File: src/rtl/vga_timing_generator.sv
// VGA raster timing: pixel-rate divider, h/v counters and
// registered sync, active-video and position outputs.
module vga_timing_generator #(
   parameter int CLK_DIV  = 4,
   parameter int H_ACTIVE = 640,
   parameter int H_FP     = 16,
   parameter int H_SYNC   = 96,
   parameter int H_BP     = 48,
   parameter int V_ACTIVE = 480,
   parameter int V_FP     = 10,
   parameter int V_SYNC   = 2,
   parameter int V_BP     = 33
) (
   input  logic       clk_in,
   input  logic       reset_n,
   output logic [9:0] current_row,
   output logic [9:0] current_line,
   output logic       enable,
   output logic       hsync_out,
   output logic       vsync_out,
   output logic       pixel_tick,
   output logic       frame_start
);

   localparam logic [3:0] DIV_LAST = 4'(CLK_DIV - 1);
   localparam logic [9:0] H_ACT    = 10'(H_ACTIVE);
   localparam logic [9:0] H_LAST   = 10'(H_ACTIVE + H_FP + H_SYNC + H_BP - 1);
   localparam logic [9:0] HS_BEG   = 10'(H_ACTIVE + H_FP);
   localparam logic [9:0] HS_END   = 10'(H_ACTIVE + H_FP + H_SYNC);
   localparam logic [9:0] V_ACT    = 10'(V_ACTIVE);
   localparam logic [9:0] V_LAST   = 10'(V_ACTIVE + V_FP + V_SYNC + V_BP - 1);
   localparam logic [9:0] VS_BEG   = 10'(V_ACTIVE + V_FP);
   localparam logic [9:0] VS_END   = 10'(V_ACTIVE + V_FP + V_SYNC);

   logic [3:0] div_cnt;
   logic [9:0] h_cnt;
   logic [9:0] v_cnt;
   logic       tick;
   logic       h_wrap;
   logic       v_wrap;
   logic       active;
   logic       hs_zone;
   logic       vs_zone;

   always_comb begin
      tick    = (div_cnt == DIV_LAST);
      h_wrap  = (h_cnt == H_LAST);
      v_wrap  = (v_cnt == V_LAST);
      active  = (h_cnt < H_ACT) && (v_cnt < V_ACT);
      hs_zone = (h_cnt >= HS_BEG) && (h_cnt < HS_END);
      vs_zone = (v_cnt >= VS_BEG) && (v_cnt < VS_END);
   end

   always_ff @(posedge clk_in) begin
      if (!reset_n) begin
         div_cnt <= '0;
         h_cnt   <= '0;
         v_cnt   <= '0;
      end else begin
         div_cnt <= tick ? 4'd0 : div_cnt + 4'd1;
         if (tick) begin
            h_cnt <= h_wrap ? 10'd0 : h_cnt + 10'd1;
            if (h_wrap)
               v_cnt <= v_wrap ? 10'd0 : v_cnt + 10'd1;
         end
      end
   end

   // Outputs describe the counter state sampled on the same edge.
   always_ff @(posedge clk_in) begin
      if (!reset_n) begin
         current_row  <= '0;
         current_line <= '0;
         enable       <= 1'b0;
         hsync_out    <= 1'b1;
         vsync_out    <= 1'b1;
         pixel_tick   <= 1'b0;
         frame_start  <= 1'b0;
      end else begin
         current_row  <= active ? h_cnt : 10'd0;
         current_line <= active ? v_cnt : 10'd0;
         enable       <= active;
         hsync_out    <= ~hs_zone;
         vsync_out    <= ~vs_zone;
         pixel_tick   <= tick;
         frame_start  <= tick && h_wrap && v_wrap;
      end
   end

endmodule

File: config.mk
export PLATFORM = sky130hd
export DESIGN_NAME = vga_timing_generator
export DESIGN_NICKNAME = d
export VERILOG_FILES = /design/src/rtl/vga_timing_generator.sv
export SDC_FILE = /design/constraint.sdc
export NUM_CORES = 1
export LEC_CHECK = 0
export BUFFER_PORTS_ARGS = -buffer_cell sky130_fd_sc_hd__buf_2
export CAP_MARGIN = 30
export CORE_MARGIN = 1
export CORE_UTILIZATION = 45
export CTS_CLUSTER_DIAMETER = 50
export DETAILED_ROUTE_END_ITERATION = 12
export PLACE_DENSITY = 0.65
export SYNTH_ARGS = -nofsm -noshare
export SYNTH_HDL_FRONTEND = slang
export SYNTH_SLANG_ARGS = --single-unit
File: constraint.sdc
create_clock -name clk_in -period 2.2 [get_ports clk_in]
set_input_delay 0.44 -clock clk_in [delete_from_list [all_inputs] [get_ports clk_in]]
set_output_delay 0.44 -clock clk_in [all_outputs]
set_load 0.01 [all_outputs]
* After elaboration in Yosys (flattened, before gate mapping)
Index checks and enable logic that the tools add are counted.
** Cells by class
- Div/mod/pow operators :: 0
- Magnitude comparators :: 6
- Eq/ne operators :: 3
- Add/subtract/negate cells :: 3
- Multiplexer cells :: 2
- Bitwise gates (word level) :: 3
- Reduce and logical (&&, ||, !) cells :: 8
- Shifts and indexed selects :: 0
- $mul :: 0
** Operators with widths (count)
- $add A10 B1 Y10 const B :: 2
- $eq A10 B10 Y1 const B :: 2
- $lt A10 B10 Y1 const B :: 2
- $lt A10 B9 Y1 const B :: 2
- $mux W10 :: 2
- $ge A10 B10 Y1 const B :: 1
- $ge A10 B9 Y1 const B :: 1
- $logic_and A1 B1 Y1 :: 5
- $add A4 B1 Y4 const B :: 1
- $eq A4 B2 Y1 const B :: 1
- $reduce_and A2 Y1 :: 2
- $not A1 Y1 :: 3
- $reduce_or A2 Y1 :: 1
** Storage, ports and cells
- Bits in latches :: 0
- Memories :: 0
- Bits in read-only memories :: 0
- Output and inout port bits :: 25
- Bits in writable memories :: 0
- Logic and storage cells :: 35
- Input port bits :: 2
- Register bits after elaboration :: 49

* Longest topological paths before layout
Gate-level depths: netlist of run 1.
- Depth after elaboration :: 3
- Mapped depth :: 7
- Gate-level depth less buffers :: 6

* Worst setup path before layout of run 1
Ideal clock, no wire load.
- Path type :: reg-to-reg
- Start :: register div_cnt[0]
- End :: register v_cnt[5]
- Stages on the path, launching flop included :: 7
- Arrival time :: 1.579 ns
- Path buffers :: 1
- Clock period less this slack :: 1.645 ns
- Required time :: 2.134 ns
- Library setup time :: 0.066 ns
- Slack :: 0.555 ns
- Cell sequence :: dfxtp_1 -> ha_1 -> nor3b_4 -> nand4_2 -> buf_6 -> or3_4 -> a21oi_2
** On the way
- Cells in the longest elaborated chain, start to end :: 2
** Ends and longest elaborated chain
- start, declared :: line 35 : logic [3:0] div_cnt;
- start signal, assigned :: line 60 : div_cnt <= tick ? 4'd0 : div_cnt + 4'd1;
- $eq A4 B2 Y1 :: line 46 : tick = (div_cnt == DIV_LAST);
- $reduce_and A2 Y1 (no source line)
- end signal, assigned :: line 64 : v_cnt <= v_wrap ? 10'd0 : v_cnt + 10'd1;
- end, declared :: line 37 : logic [9:0] v_cnt;
Every way passes these cells.
A chain may end at the register's enable or synchronous reset.

* Worst setup path in the final report of run 1
- Start :: register div_cnt[0]
- End :: register v_cnt[4]
The elaborated chain is that of the path after synthesis.

==> results of run 1 <==
-- flip-flops by register name, indices dropped and copies added (netlist names) --
| name | flops |
|---|---|
| h_cnt | 10 |
| pixel_tick | 1 |
| current_line | 10 |
| v_cnt | 10 |
| hsync_out | 1 |
| vsync_out | 1 |
| frame_start | 1 |
| enable | 1 |
| div_cnt | 4 |
| current_row | 10 |
-- through the flow --
step           utilization (%)  hold WS (ns)  instance area (um^2)
2_1_floorplan                -         0.433                  1920
3_3_place_gp              51.8         0.448                  2100
3_5_place_dp              51.8         0.450                  2100
4_1_cts                   54.0         0.433                  2190
5_1_grt                   54.0         0.455                  2190
6_report                  54.0         0.439                  2190
-- per-layer routing --
| metal | wire, um | track usage [%] | part of all wire, % |
|---|---|---|---|
| met1 | 1690 | 20.9 | 49 |
| met2 | 1590 | 27.6 | 46 |
| met3 | 95 | 4.05 | 2.7 |
| met4 | 81 | 10.4 | 2.3 |
| met5 | 0 | 0 | 0 |
-- area by class of cell --
class / count / area, um^2 / share of cell area (%)
clock inverter: 3 / 17.5 / 0.800
sequential: 49 / 981 / 44.8
timing repair buffer: 29 / 153 / 6.97
inverter: 6 / 22.5 / 1.03
tap: 50 / 62.6 / 2.86
multi-input combinational: 134 / 885 / 40.4
clock buffer: 5 / 68.8 / 3.14
-- kinds of logic after synthesis --
logic type / after synthesis
buffers and inverters: 14
DFF: 49
other: 1
muxes: 1
and+or+nand+nor: 95
AOI/OAI and AO/OA: 23
xor gates and xnor gates: 9
adders and majority gates: 5
-- Yosys cell counts --
master,instances
mux2_2,1
or4_1,1
dfxtp_1,49
o31ai_1,1
nor4b_1,2
nand3_1,13
nor4_4,1
and4_2,2
buf_6,1
and4_4,1
or3b_1,1
o21ai_0,9
nand4b_1,1
xnor2_1,5
nand4_2,1
inv_1,6
and3_1,2
and2_1,20
or3_4,1
a21oi_1,11
o21ai_2,1
nand2_1,10
nor3_1,6
a21oi_2,1
or3_2,1
buf_2,2
or3_1,7
and3_2,1
and4_1,1
nor2_1,11
xor2_1,4
nor4bb_1,2
and2_2,1
nand4_1,7
clkbuf_1,5
conb_1,1
nor3b_4,1
and3b_1,1
ha_1,5
-- cell usage in the layout (no fill, tap or decap), types with 7 or more instances in the layout --
cell,instances
nand3_1,13
and2_1,20
nor2_1,11
buf_2,26
o21ai_0,9
dfxtp_1,49
nand2_1,10
nand4_1,7
or3_1,7
a21oi_1,11
-- worst max-delay path by stage --
stage,start,end,depth (start not counted)
floorplan,div_cnt[0],v_cnt[5],6
global placement,div_cnt[0],v_cnt[4],5
detailed placement,div_cnt[0],v_cnt[4],5
CTS,div_cnt[0],v_cnt[4],5
global route,div_cnt[0],v_cnt[4],5
finish,div_cnt[0],v_cnt[4],5
-- critical path, cell delays in order, from the launching register on --
cell,delay [ns]
dfxtp_1,0.36
ha_1,0.22
nor3b_4,0.35
nand4_2,0.30
or4_1,0.54
a21oi_1,0.15
-- where the power goes --
group | leakage (nW) | internal (mW) | switching (mW)
Clock | 0.0439 | 0.220 | 0.298
Combinational | 0.441 | 0.0160 | 0.0291
Sequential | 0.396 | 0.896 | 0.00510
Total | 0.881 | 1.13 | 0.333
==> run metrics, run 1 <==
Die Area 4540 um^2; Fmax achieved 507 MHz; drt pass-1 iters 4; Avg Inst Size Synth 9.76 um^2; reg2reg path depth 5; fin nets 232; cell taking the most area after synthesis dfxtp_1; DRT antenna net count 0; Post-CTS Resized 0; Fillers 389; wire per inst 12.5 um; Post-Layout Cell Count 276; DR iter-0 viols 67; # hold bufs at CTS 0; WHS Path Cells 2; first-pass GRT wire length 5750 um; post-synthesis mux area share 0.586%; Max IR drop VDD 477 uV; Syn. warnings 0; Cell Pwr Density 669 nW/um^2; Starting Density 47.4%; Sink Count 49; CTS tree yes; status finished clean; post-synthesis xor/xnor area fraction 4.10%; All-Layer GR Usage 17.3%; Skew-Pair Late Insertion Delay 0.31 ns; cts bufs inserted 5; Tmin final 1.97 ns; largest family of logic cells by synthesized area simple AND/OR/NAND/NOR gates; Worst Path Required 2.44 ns; Core ar. 4060 um^2; vias in the first global route 1,266; final worst-path cycle share 89.7%; syn_nets 204; Root Buffer clkbuf_8; Synth Area in Compound Gates 6.51%; Critical Path AT 2.22 ns; dpl hpwl 2390 um; cell count after synthesis 197; # IOs 27; cell area after synthesis 1920 um^2; post-synthesis adder-cell area fraction 3.26%; Slew @ Worst Pin 0.481 ns; post-CTS setup buffer count 0; post-synth top area share 51.0%; hold endpoint h_cnt[2]; CP Max Fanout 12; Static Leak 0.881 nW; largest net degree at the start of global routing 18; Slew Limit Fails 0; worst hold path class in -> reg; Sum Neg Setup Slack 0 ns; die height 67.4 um; CTS H-tree lvls 2; layout overhead on the synthesized area 13.9%; clock tree buffer depth 2; worst slack, placed 0.272 ns; vias per inst 5.17; DR vias 1,426; Die Span X 67.4 um; crit path capture type flip-flop; setup violators final 0; final wirelength 3460 um; grt ovf 0; total power 1.46 mW; initial antenna violation count 0; Crit Reg-Reg Endpoint v_cnt[4]; buffers added on ports 26; row count 23; max cap viols 0; FF-to-FF Start div_cnt[0]; final setup margin 0.226 ns; DR DRC count 0; sequential fraction of the synthesis area 51.0%; RSZ-0062 raised after global routing no; Slew headroom 67.5%; layout cells sized above 1 22.6%; CP Launch Type flip-flop; Hold Startpoint reset_n; count of cell types in the netlist 39; #FFs+latches synth 49; number of diodes 0; Setup CP Type reg -> reg; Post-Place Cells 268; Clock Pin Slew Worst Setup and Hold Paths 0.09 ns; clock skew 0.00495 ns; Worst R2R Setup Slack 0.23 ns; gpl congestion 0.763; simple-gate share of the synthesized area 31.1%; final hold violations 0; synth top area cells dfxtp_1 51%, and2_1 6.5%, nand3_1 3.4%, ha_1 3.3%, a21oi_1 2.9%
No activity file was read; power rests on OpenSTA's default activity.
==> run 2: changes to the inputs <==
Settings changed: CTS_CLUSTER_DIAMETER 50 to 150, MAX_ROUTING_LAYER set to met4.
==> run metrics, run 2 (synthesis results as in run 1) <==
clock skew 0.00481 ns; commonest non-fill, non-tap cells in the layout 49 x dfxtp_1, 26 x buf_2, 20 x and2_1, 13 x nand3_1; Slew @ Worst Pin 0.481 ns; status finished clean; Die Span X 67.4 um; All-Layer GR Usage 17.8%; commonest non-fill, non-tap cell in the layout dfxtp_1; final wirelength 3470 um; crit path from div_cnt[0]; multi-input logic area 885 um^2; RSZ-0062 raised after global routing no; clock power share 35.3%; initial antenna violation count 0; largest net degree at the start of global routing 18; buffers added on ports 26; vias per inst 5.16; Tmin final 1.98 ns; dpl hpwl 2390 um; # IOs 27; CTS tree yes; layout cells sized above 1 22.6%; post-CTS setup buffer count 0; setup violators final 0; drt pass-1 iters 4; final hold violations 0; Fillers 389; Slew Limit Fails 0; cts bufs inserted 5; combinational power share 3.1%; switching share of power 22.6%; number of diodes 0; Root Buffer clkbuf_8; flip-flop and latch area 981 um^2; CP Max Fanout 12; Skew-Pair Late Insertion Delay 0.30 ns; CTS H-tree lvls 2; Seq pwr share 61.6%; vias in the first global route 1,269; grt ovf 0; row count 23; Post-Place Cells 268; Sink Count 49; Worst Path Required 2.44 ns; Max IR drop VDD 477 uV; Post-Layout Cell Count 276; Hold Startpoint reset_n; Die Area 4540 um^2; worst hold path class in -> reg; clock tree buffer depth 2; DR vias 1,425; wire per inst 12.6 um; gpl congestion 0.773; switching component of the power 0.331 mW; Post-CTS Resized 0; Core ar. 4060 um^2; first-pass GRT wire length 5750 um; Static Leak 0.881 nW; # hold bufs at CTS 0; max cap viols 0; Slew headroom 67.5%; CP Launch Type flip-flop; Starting Density 47.4%; Clock Pin Slew Worst Setup and Hold Paths 0.09 ns; FF-to-FF Start div_cnt[0]; fin nets 232; Setup CP Type reg -> reg; Cell Pwr Density 668 nW/um^2; Critical Path AT 2.22 ns; DRT antenna net count 0; Internal 1.13 mW; Sum Neg Setup Slack 0 ns; layout overhead on the synthesized area 13.9%; total power 1.46 mW; DR iter-0 viols 72; crit path capture type flip-flop; Fmax achieved 506 MHz; DR DRC count 0; final worst-path cycle share 89.9%; die height 67.4 um
-- run 2: cell counts in the layout (fill, tap and decap cells not counted) --
No cell type changed its count.
-- run 2: power groups by stage --
| stage | clock network (mW) | logic [mW] | registers, mW |
|---|---|---|---|
| finish | 0.516 | 0.0452 | 0.901 |
| global route | 0.566 | 0.0515 | 0.902 |
| CTS | 0.531 | 0.0456 | 0.901 |
| detailed placement | 0 | 0.0456 | 0.922 |
| global placement | 0 | 0.0456 | 0.921 |
| floorplan | 0 | 0.0283 | 0.923 |
-- run 2: metal layers --
layer	global-route usage, %	up-vias	share of wire (%)
li1	-	740	-
met1	20.9	654	49
met2	27.6	23	46
met3	4.05	8	2.9
met4	10.4	0	2.3
met5	-	-	0
-- run 2: stage by stage --
step / setup slack (ns) / hold slack (ns) / area (um^2) / utilization, %
floorplan: 0.555 / 0.433 / 1920 / -
global placement: 0.311 / 0.448 / 2100 / 51.8
detailed placement: 0.272 / 0.450 / 2100 / 51.8
CTS: 0.249 / 0.433 / 2190 / 54.0
global route: 0.0305 / 0.455 / 2190 / 54.0
finish: 0.223 / 0.441 / 2190 / 54.0
-- run 2: worst max-delay path, stage by stage, from the launching register on --
cell	delay [ns]
dfxtp_1	0.36
ha_1	0.22
nor3b_4	0.35
nand4_2	0.30
or4_1	0.54
a21oi_1	0.15
-- run 2: path summary, 6_finish.rpt --
check               end  slack, ns  cells after the start
max            v_cnt[4]       0.22                      5
min reg2reg  div_cnt[0]       0.47                      1
max reg2reg    v_cnt[4]       0.22                      5
min            h_cnt[2]       0.44                      2
-- run 2: layout make-up --
| class | count | area share, % |
|---|---|---|
| tap | 50 | 2.86 |
| sequential | 49 | 44.8 |
| clock inverter | 3 | 0.800 |
| multi-input combinational | 134 | 40.4 |
| clock buffer | 5 | 3.14 |
| timing repair buffer | 29 | 6.97 |
| inverter | 6 | 1.03 |
==> run 3: changes to the inputs <==
Settings changed: ABC_CLOCK_PERIOD_IN_PS set to 2300.
Clock period 2.2 ns to 2.3 ns, I/O delays scaled along.
==> run metrics, run 3 (synthesis results as in run 1) <==
Worst Path Required 2.53 ns; Sum Neg Setup Slack 0 ns; RSZ-0062 raised after global routing no; combinational power share 2.7%; Sink Count 49; worst hold path class in -> reg; FF-to-FF Start div_cnt[0]; vias in the first global route 1,257; status finished clean; row count 23; clock power share 43.9%; Slew headroom 67.5%; die height 67.4 um; grt ovf 0; commonest non-fill, non-tap cell in the layout dfxtp_1; Die Area 4540 um^2; Static Leak 0.905 nW; initial antenna violation count 0; Slew @ Worst Pin 0.481 ns; switching component of the power 0.310 mW; Clock Pin Slew Worst Setup and Hold Paths 0.09 ns; crit path capture type flip-flop; M2 GR Usage 28.4%; Die Span X 67.4 um; fin nets 232; CP Max Fanout 12; Post-CTS Resized 0; Skew-Pair Late Insertion Delay 0.30 ns; Fillers 388; clock skew 0.00266 ns; wire per inst 12.4 um; final worst-path cycle share 85.0%; flip-flop and latch area 981 um^2; total power 1.61 mW; Root Buffer clkbuf_8; gpl congestion 0.773; layout cells sized above 1 22.6%; Starting Density 47.4%; Critical Path AT 2.19 ns; Seq pwr share 53.4%; DRT antenna net count 0; setup violators final 0; Hold Startpoint reset_n; GR Util met1 20.6%; CTS tree yes; vias per inst 5.20; first-pass GRT wire length 5750 um; Cell Pwr Density 721 nW/um^2; Tmin final 1.96 ns; Fmax achieved 511 MHz; clock tree buffer depth 2; CTS H-tree lvls 2; DR vias 1,434; multi-input logic area 885 um^2; commonest non-fill, non-tap cells in the layout 49 x dfxtp_1, 26 x buf_2, 20 x and2_1, 13 x nand3_1; # hold bufs at CTS 0; Core ar. 4060 um^2; Internal 1.30 mW; dpl hpwl 2410 um; DR DRC count 0; DR iter-0 viols 44; All-Layer GR Usage 17.7%; buffers added on ports 26; switching share of power 19.2%; Slew Limit Fails 0; final wirelength 3430 um; post-CTS setup buffer count 0; layout overhead on the synthesized area 16.4%; gr busiest metal met2; max cap viols 0; number of diodes 0; Setup CP Type reg -> reg; largest net degree at the start of global routing 18; CP Launch Type flip-flop; crit path from div_cnt[0]; Max IR drop VDD 462 uV; cts bufs inserted 5; final hold violations 0; drt pass-1 iters 4; # IOs 27; GR Util met3 6.59%
## run 3: per-layer routing
metal  share of wire [%]  vias to the layer above
li1                    -                      740
met2                  51                       23
met3                 3.0                        2
met5                   0                        -
met1                  46                      669
met4                0.47                        0
## run 3: layout make-up
class	count	area share, %
Multi-Input combinational cell	134	39.5
Tap cell	50	2.80
Inverter	6	1.01
Clock buffer	5	3.08
Timing Repair Buffer	29	6.82
Sequential cell	49	43.8
Clock inverter	3	2.91
## run 3: final timing paths
path              depth (start not counted)    endpoint  slack, ns
setup / recovery                          5    v_cnt[3]       0.34
hold / removal                            2    h_cnt[2]       0.47
setup reg to reg                          5    v_cnt[3]       0.34
hold reg to reg                           1  div_cnt[0]       0.47
## run 3: power groups by stage
| stage | Sequential [mW] | Clock, mW | Combinational [mW] |
|---|---|---|---|
| after floorplan | 0.883 | 0 | 0.0271 |
| after global placement | 0.881 | 0 | 0.0436 |
| after detailed placement | 0.882 | 0 | 0.0436 |
| after CTS | 0.862 | 0.731 | 0.0438 |
| after global routing | 0.863 | 0.765 | 0.0499 |
| final | 0.862 | 0.709 | 0.0429 |
## run 3: critical path, cell delays in order, from the launching register on
cell     delay, ns
dfxtp_1       0.36
ha_1          0.22
nor3b_4       0.34
nand4_2       0.30
or3_2         0.53
a21oi_1       0.15
## run 3: through the flow
stage	cell area, um^2	setup WS [ns]	hold WS, ns	instances	util (%)
after floorplan	1920	0.655	0.433	197	-
after global placement	2100	0.411	0.448	268	51.8
after detailed placement	2100	0.377	0.450	268	51.8
after CTS	2240	0.347	0.457	276	55.1
after global routing	2240	0.179	0.480	276	55.1
final	2240	0.344	0.465	276	55.1
